<file path="src/rtl/rf_wb_writer.sv">
// Register-file write arbiter: clears all 32 registers after reset, then merges pipeline
// writeback and debug-monitor writes onto a single registered write port.
module rf_wb_writer (
    input  logic        clk,
    input  logic        rst,
    input  logic        wb_wen,
    input  logic [4:0]  wb_adr,
    input  logic [31:0] wb_data,
    input  logic        dbg_req,
    input  logic [4:0]  dbg_adr,
    input  logic [31:0] dbg_data,
    output logic        dbg_ack,
    output logic        ram_wen,
    output logic [4:0]  ram_wadr,
    output logic [31:0] ram_wdata,
    output logic        init_busy,
    output logic        wb_drop_err
);

    typedef enum logic {
        INIT,
        RUN
    } state_t;

    state_t     state;
    logic [4:0] sweep_cnt;
    logic       dbg_take;

    // A held request must not be re-served in its own ack cycle; pipeline always wins.
    always_comb begin
        dbg_take = 1'b0;
        dbg_take = dbg_req && !dbg_ack && !wb_wen;
    end

    assign init_busy = (state == INIT);

    always_ff @(posedge clk) begin
        if (rst) begin
            state       <= INIT;
            sweep_cnt   <= '0;
            ram_wen     <= 1'b0;
            ram_wadr    <= '0;
            ram_wdata   <= '0;
            dbg_ack     <= 1'b0;
            wb_drop_err <= 1'b0;
        end else begin
            case (state)
                INIT: begin
                    ram_wen   <= 1'b1;
                    ram_wadr  <= sweep_cnt;
                    ram_wdata <= '0;
                    dbg_ack   <= 1'b0;
                    sweep_cnt <= sweep_cnt + 5'd1;
                    if (wb_wen) begin
                        wb_drop_err <= 1'b1;
                    end
                    if (sweep_cnt == 5'd31) begin
                        state <= RUN;
                    end
                end
                RUN: begin
                    ram_wen <= 1'b0;
                    dbg_ack <= 1'b0;
                    // Writes to x0 are swallowed: no enable, address/data keep their old values.
                    if (wb_wen) begin
                        if (wb_adr != 5'd0) begin
                            ram_wen   <= 1'b1;
                            ram_wadr  <= wb_adr;
                            ram_wdata <= wb_data;
                        end
                    end else if (dbg_take) begin
                        dbg_ack <= 1'b1;
                        if (dbg_adr != 5'd0) begin
                            ram_wen   <= 1'b1;
                            ram_wadr  <= dbg_adr;
                            ram_wdata <= dbg_data;
                        end
                    end
                end
                default: begin
                    state <= INIT;
                end
            endcase
        end
    end

endmodule

</file>
<file path="config.mk">
export PLATFORM = sky130hd
export DESIGN_NAME = rf_wb_writer
export DESIGN_NICKNAME = d
export VERILOG_FILES = /design/src/rtl/rf_wb_writer.sv
export SDC_FILE = /design/constraint.sdc
export NUM_CORES = 1
export LEC_CHECK = 0
export CORE_AREA = 5 5 88 90
export DETAILED_ROUTE_END_ITERATION = 10
export DIE_AREA = 0 0 93 95
export PLACE_DENSITY = 0.71
export SETUP_SLACK_MARGIN = 0.5
export SLEW_MARGIN = 20
export SYNTH_ARGS = -nofsm -noshare
export SYNTH_HDL_FRONTEND = slang
export SYNTH_SLANG_ARGS = --single-unit
</file>
<file path="constraint.sdc">
create_clock -name clk -period 1.6 [get_ports clk]
set_input_delay 0.24 -clock clk [delete_from_list [all_inputs] [get_ports clk]]
set_output_delay 0.24 -clock clk [all_outputs]
set_load 0.01 [all_outputs]
</file>
; ---- After elaboration in Yosys (flattened, before gate mapping)
; Cells that the tools add are included.
; W data, S select, Z words.
[word_totals]
regBits = 46
inputBits = 78
out_inout_bits = 41
word_cells = 41
[op_classes]
addsub = 1
eq_ne = 4
n_mux = 20
bitwise = 1
reduce_logical = 8
[ops]
columns = op, count
row1 = $mux W32, 4
row2 = $pmux W32 S2, 1
row3 = $mux W5, 4
row4 = $pmux W5 S2, 1
row5 = $reduce_bool A5 Y1, 2
row6 = $ne A3 B2 Y1 const B, 3
row7 = $mux W1, 8
row8 = $add A5 B1 Y5 const B, 1
row9 = $eq A5 B5 Y1 const B, 1
row10 = $pmux W1 S2, 2
row11 = $reduce_and A3 Y1, 1
row12 = $logic_and A1 B1 Y1, 2
row13 = $logic_not A1 Y1, 2
row14 = $reduce_and A2 Y1, 1
row15 = $not A1 Y1, 1

; ---- Longest topological paths before layout
[depth]
word_depth = 6
ltp_mapped = 7

; ---- Worst setup path before layout
; No wires, ideal clock.
[synth_path]
path_kind = input port to flip-flop
start = input port wb_adr[0]
end = register ram_wdata[10]
t_arrival_ns = 1.441
t_required_ns = 1.469
path_slack_ns = 0.027
cell_stages = 5
cell_sequence = or4_4 -> o32ai_4 -> buf_6 -> buf_4 -> o41ai_1
[synth_between]
elab_chain_cells = 3
[synth_lines]
columns = element, line_no
row1 = start: declaration, 7  ; input logic [4:0] wb_adr,
row2 = $reduce_bool A5 Y1, 66  ; if (wb_adr != 5'd0) begin
row3 = $ne A3 B2 Y1 (no line), n/a
row4 = $reduce_and A3 Y1 (no line), n/a
row5 = end signal: assignment, 69  ; ram_wdata <= wb_data;
row6 = end signal: assignment, 76  ; ram_wdata <= dbg_data;
row7 = end: declaration, 15  ; output logic [31:0] ram_wdata,
; Every way passes these cells.
; A chain may end at the register's enable or synchronous reset.

; ---- Worst setup path after layout
; Same ends and word-level chain as after synthesis.

==> results_dict.tcl <==
set metrics [dict create \
    critPathLaunchType "primary input" \
    layout-drive-gt1-share_pct 45.8 \
    synth-seq-cells 46 \
    numCtsBuffers 5 \
    min_from "wb_wen" \
    synthFlopType "dfxtp_1" \
    critPathMaxFanout 5 \
    critical_path_class "primary input to flip-flop" \
    utilization_pct 67.4 \
    syn_area_per_cell_um2 9.31 \
    finClkSkew_ns 0.00902 \
    critPathArrivalTime_ns 1.84 \
    syn_inst 264 \
    portBuffers 118 \
    r2r_end "ram_wadr[0]" \
    violations "negative setup slack" \
    worst_pin_slew_ns 0.460 \
    synthArstFlopShare_pct 0 \
    hpwlAfterDp_mm 5.12 \
    globalplace.congestion 0.764 \
    die_h_um 95 \
    vias_per_cell 5.31 \
    synth_cell_types 29 \
    fill_cells 546 \
    rows 31 \
    endpoint_kind "flip-flop" \
    clk_latency_ns 0.29 \
    dr.pass1.iters 4 \
    start_util_pct 35.2 \
    grt_pass1_wl_mm 12.8 \
    whs_endpoint "dbg_ack" \
    fin_crit_ns 1.66 \
    avgRoutedWirePerCell_um 18.0 \
    syn_area_um2 2460 \
    finalNetCount 495 \
    p_leak_nw 1.99 \
    drc 0 \
    grt_remaining_overflow 0 \
    drt_iter0_drc 89 \
    worstReg2RegStart "state" \
    critical_path_required_ns 1.78 \
    final-setup-viol-count 27 \
    drv_slew 0 \
    antenna_found_initial 0 \
    clock.fmax_mhz 602 \
    drt-met1-wl_mm 3.61 \
    die-area_um2 8840 \
    pin_count 119 \
    cts_max_path_buffers 2 \
    vias 2640 \
    synthesis.nets 344 \
    layout_setup_ws_ns -0.0616 \
    first_global_vias 2555 \
    maxSlewHeadroom_pct 69.4 \
    cts.sinks 46 \
    fin_crit_sh_pct 104 \
    ff2ff_setup_slack_ns -0.02 \
    clockRootBuffer "clkbuf_8" \
    die_x_um 93 \
    setup_tns_ns -0.586 \
    r2r_cells 8 \
    ys_warn_count 0 \
    hold_depth 4 \
    rsz0062_at_grt "true" \
    drtAntennaViolNets 0 \
    clk_pin_slew_ns 0.09 \
    antenna_cells 0 \
    design.core.area_um2 6980 \
    status "finished, violations left" \
    ys_seq_area_share_pct 37.5 \
    dr_wl_met2_mm 4.65 \
    hold_path.class "primary input to flip-flop" \
    tritoncts "built" \
    wl_met3_um 564 \
    grt_usage_pct 18.3 \
    maxCapViolations 0 \
    routed_wl_mm 8.94 \
    cts_max_level 2 \
    routed.top_layer "met4" \
    grt_max_degree 36 \
    hold_viol_final 0 \
    synth_edf_count 0 \
    powerDensity_nw_per_um2 476 \
    peakVddDrop_uv 369 \
    synthToLayoutAreaGrowth_pct 91.5 \
]
power by group:
part	total (W)	switching, W	internal, W
Sequential	0.00117	0.0000125	0.00116
Clock	0.000674	0.000372	0.000302
Combinational	0.000395	0.000139	0.000256
cell usage in the layout, fill, tap and decap left out, types with 12 or more instances in the layout:
master,instances
buf_4,21
mux2i_1,39
nor2b_1,34
dfxtp_2,17
o41ai_1,16
dfxtp_1,27
o21ai_2,18
o21ai_1,12
o41ai_2,17
buf_2,38
buf_6,14
clkdlybuf4s50_1,65
nor2_1,12
final cells by class:
type                            count  area (µm²)  area share, %
Clock buffer                        7        76.3           1.62
Inverter                            1        11.3          0.239
Multi-Input combinational cell    187        1720           36.6
Sequential cell                    46         950           20.2
Tap cell                           82         103           2.18
Timing Repair Buffer              174        1850           39.2
worst max-delay path, stage by stage:
cell and delay (ns):
buf_6 0.09, or4_4 0.54, o32ai_4 0.31, buf_6 0.16, buf_4 0.11, buf_6 0.12, buf_16 0.12, o21ai_2 0.06
o41ai_2 0.07
worst max path at each step:
stage	from	endpoint	slack, ns	depth (start not counted)
2_1_floorplan	wb_adr[0]	ram_wdata[10]	0.03	5
3_3_place_gp	wb_adr[0]	ram_wadr[2]	-0.54	6
3_5_place_dp	wb_adr[0]	ram_wadr[0]	-0.59	6
4_1_cts	dbg_ack	ram_wadr[0]	0.004	8
5_1_grt	wb_adr[0]	ram_wdata[17]	-0.10	9
6_report	wb_adr[0]	ram_wdata[10]	-0.06	9
per-stage QoR:
stage / instance area, µm² / std cells / setup slack (ns) / hold slack (ns) / total power, W
after CTS: 4530 / 488 / 0.00399 / 0.383 / 0.00225
after global placement: 3770 / 454 / -0.537 / 0.458 / 0.00157
final: 4710 / 497 / -0.0616 / 0.395 / 0.00224
after floorplan: 2470 / 264 / 0.0273 / 0.465 / 0.00133
after detailed placement: 3770 / 454 / -0.586 / 0.465 / 0.00158
after global routing: 4710 / 497 / -0.104 / 0.416 / 0.00234
registers in the layout, indices dropped and copies added (netlist names):
register and flops:
ram_wdata 32, ram_wadr 5, sweep_cnt 5, dbg_ack 1, ram_wen 1, state 1, wb_drop_err 1
what timing repair did:
action | 4_1_cts | 5_1_grt
pin swaps | 15 | 12
hold buffers | 0 | 0
buffers inserted | 17 | 4
setup endpoints to repair | 81 | 71
cloned | 10 | 5
resized for setup | 249 | 82
synthesized netlist by cell type (all sizes together) (2+ instances only):
cell type	n	share of area [%]
a21oi	10	2.0
buf	16	4.5
clkbuf	14	2.2
dfxtp	46	37
ha	2	1.0
mux2i	39	16
nand2b	2	0.51
nor2	13	2.0
nor2b	35	8.9
o21ai	37	7.5
o41ai	33	12
or3b	4	1.4
xor2	2	0.71
layer usage:
| metal | vias up | global-route usage [%] |
|---|---|---|
| li1 | 1294 | - |
| met1 | 1246 | 22.1 |
| met2 | 89 | 32.3 |
| met3 | 11 | 4.70 |
| met4 | 0 | 4.52 |
| met5 | - | 0 |
cell families after synthesis:
group,after synthesis,synth area share [%]
buffers and inverters,31,6.87
and+or+nand+nor,62,15.2
adders and majority gates,2,1.02
DFF,46,37.5
AOI/OAI and AO/OA,81,22.5
xor gates and xnor gates,3,1.07
muxes,39,15.9
No activity file was read; power rests on OpenSTA's default activity.
==> patch, RTL diff (same settings) <==
Put one more register stage on the output `wb_drop_err`, without a reset. The value now appears one clock later. The other outputs are not delayed to match.
--- a/src/rtl/rf_wb_writer.sv
+++ b/src/rtl/rf_wb_writer.sv
@@ -22,6 +22,8 @@
         RUN
     } state_t;
 
+    logic wb_drop_err_s0;
+
     state_t     state;
     logic [4:0] sweep_cnt;
     logic       dbg_take;
@@ -42,7 +44,7 @@
             ram_wadr    <= '0;
             ram_wdata   <= '0;
             dbg_ack     <= 1'b0;
-            wb_drop_err <= 1'b0;
+            wb_drop_err_s0 <= 1'b0;
         end else begin
             case (state)
                 INIT: begin
@@ -52,7 +54,7 @@
                     dbg_ack   <= 1'b0;
                     sweep_cnt <= sweep_cnt + 5'd1;
                     if (wb_wen) begin
-                        wb_drop_err <= 1'b1;
+                        wb_drop_err_s0 <= 1'b1;
                     end
                     if (sweep_cnt == 5'd31) begin
                         state <= RUN;
@@ -84,5 +86,9 @@
         end
     end
 
+    always_ff @(posedge clk) begin
+        wb_drop_err <= wb_drop_err_s0;
+    end
+
 endmodule
 
Function: changed (Yosys sat finds a counterexample within 4 cycles, from zero or initial values and one cycle with rst high).
==> patch against the unedited design <==
- first-iteration DRC count is the same
- worst setup slack improved by 0.11 ns
- critical path depth fell by 2
- sequential cell count rose by 1
- routed wire length shrank 0.22%
- area after synthesis rose by 0.81%
- hold slack worse by 0.042 ns
- via count is 0.98% lower
- sequential share of layout area is 0.71 points higher
- total power increased by 11%
- cell count down 1.6%
- synthesized cell count increased by 0.38%
- cell area fell by 0.72%
- core utilization is 0.48 points lower
- critical endpoint is now ram_wadr[2]
- largest cell class is now multi-input gates
- largest power group unchanged
- highest routed layer unchanged
==> patch: results (changes against the unedited design) <==
Outcome
  – Run status: finished, final reports clean

Timing
  – Transition time at the pin with the least slew margin: 0.5418 ns (+0.08210 ns)
  – Worst clock skew: 0.01461 ns (+0.005589 ns)

GRT
  – First-pass GRT wire length: 13700 um (+6.9%)
  – Total Routing Usage GR: 19.48% (+1.2 points)
  – Met2 usage in global routing: 34.43% (+2.1 points)
  – Global routing usage on met1: 23.50% (+1.4 points)
  – Number of global-route vias before repair: 2659 (+4.1%)

Min path
  – Class of the worst hold path: register to register

Logic synthesis
  – Area share of xor/xnor cells in the synthesized design: 1.061% (-0.0086 points)
  – Proportion of synthesized area in mux cells: 15.76% (-0.13 points)
  – Post-synthesis adder-cell area fraction: 1.010% (-0.0082 points)
  – Post-synthesis compound-gate area fraction: 22.27% (-0.18 points)
  – Top cells by count, synth: 47 x sky130_fd_sc_hd__dfxtp_1, 39 x sky130_fd_sc_hd__mux2i_1, 35 x sky130_fd_sc_hd__nor2b_1, 33 x sky130_fd_sc_hd__o41ai_1, 28 x sky130_fd_sc_hd__o21ai_0

Drt
  – Routed wl met3: 593 um (+5.1%)
  – Router iterations before antenna repair: 6 (+2)
  – Length of routed wiring on met1: 3573 um (-1.0%)
  – Final wirelength: 8918 um (-0.22%)
  – Via count: 2614 (-0.98%)

Clock network
  – Later-pin clock latency in the skew report: 0.31 ns (+0.02 ns)
  – Quantity of gates resized following cts: 288 (+16%)

Pwr
  – LEAKAGE: 0.002015 uW (+1.3%)
  – Part of the power in registers: 48.0% (-4.3 points)
  – Combinational logic power: 389 uW (-2%)
  – Peak supply drop: 0.5766 mV (+56%)

Worst setup path
  – Startpoint of the worst setup timing path: wb_adr[3]
  – Data arrival, critical path: 1.80 ns (-0.04 ns)
  – Crit path largest cell delay: 0.56 ns (+0.02 ns)

Placement
  – Total placed cells including tap cells: 448 (-1.3%)
  – Global placer's final weighted congestion: 0.7406 (-3.0%)
  – Post-DP HPWL: 5120 um (about the same)

Finish
  – Fraction of layout cells with a size suffix above 1: 45.70% (-0.083 points)
==> patch: cell types whose count changed in the layout (fill, tap and decap cells not counted), moves of 6 or more <==
cell                              change
sky130_fd_sc_hd__o21ai_0             +12
sky130_fd_sc_hd__clkdlybuf4s15_2      -6
sky130_fd_sc_hd__o41ai_1              -6
sky130_fd_sc_hd__buf_4               -10
sky130_fd_sc_hd__buf_2                +7
==> patch: layout make-up <==
| class | count | area [sq um] |
|---|---|---|
| repair buffers | 164 | 1724 |
| fillers | 556 | 2308 |
| inverters | 1 | 3.754 |
| clock buffers | 5 | 68.82 |
| well taps | 82 | 102.6 |
| flip-flops and latches | 47 | 975.9 |
| clock inverters | 3 | 47.55 |
| multi-input cells | 187 | 1750 |
==> patch: path summary, 6_finish.rpt <==
kind            endpoint  slack [ns]
max reg2reg  ram_wadr[2]        0.06
max          ram_wadr[2]        0.04
min reg2reg  wb_drop_err        0.35
min          wb_drop_err        0.35
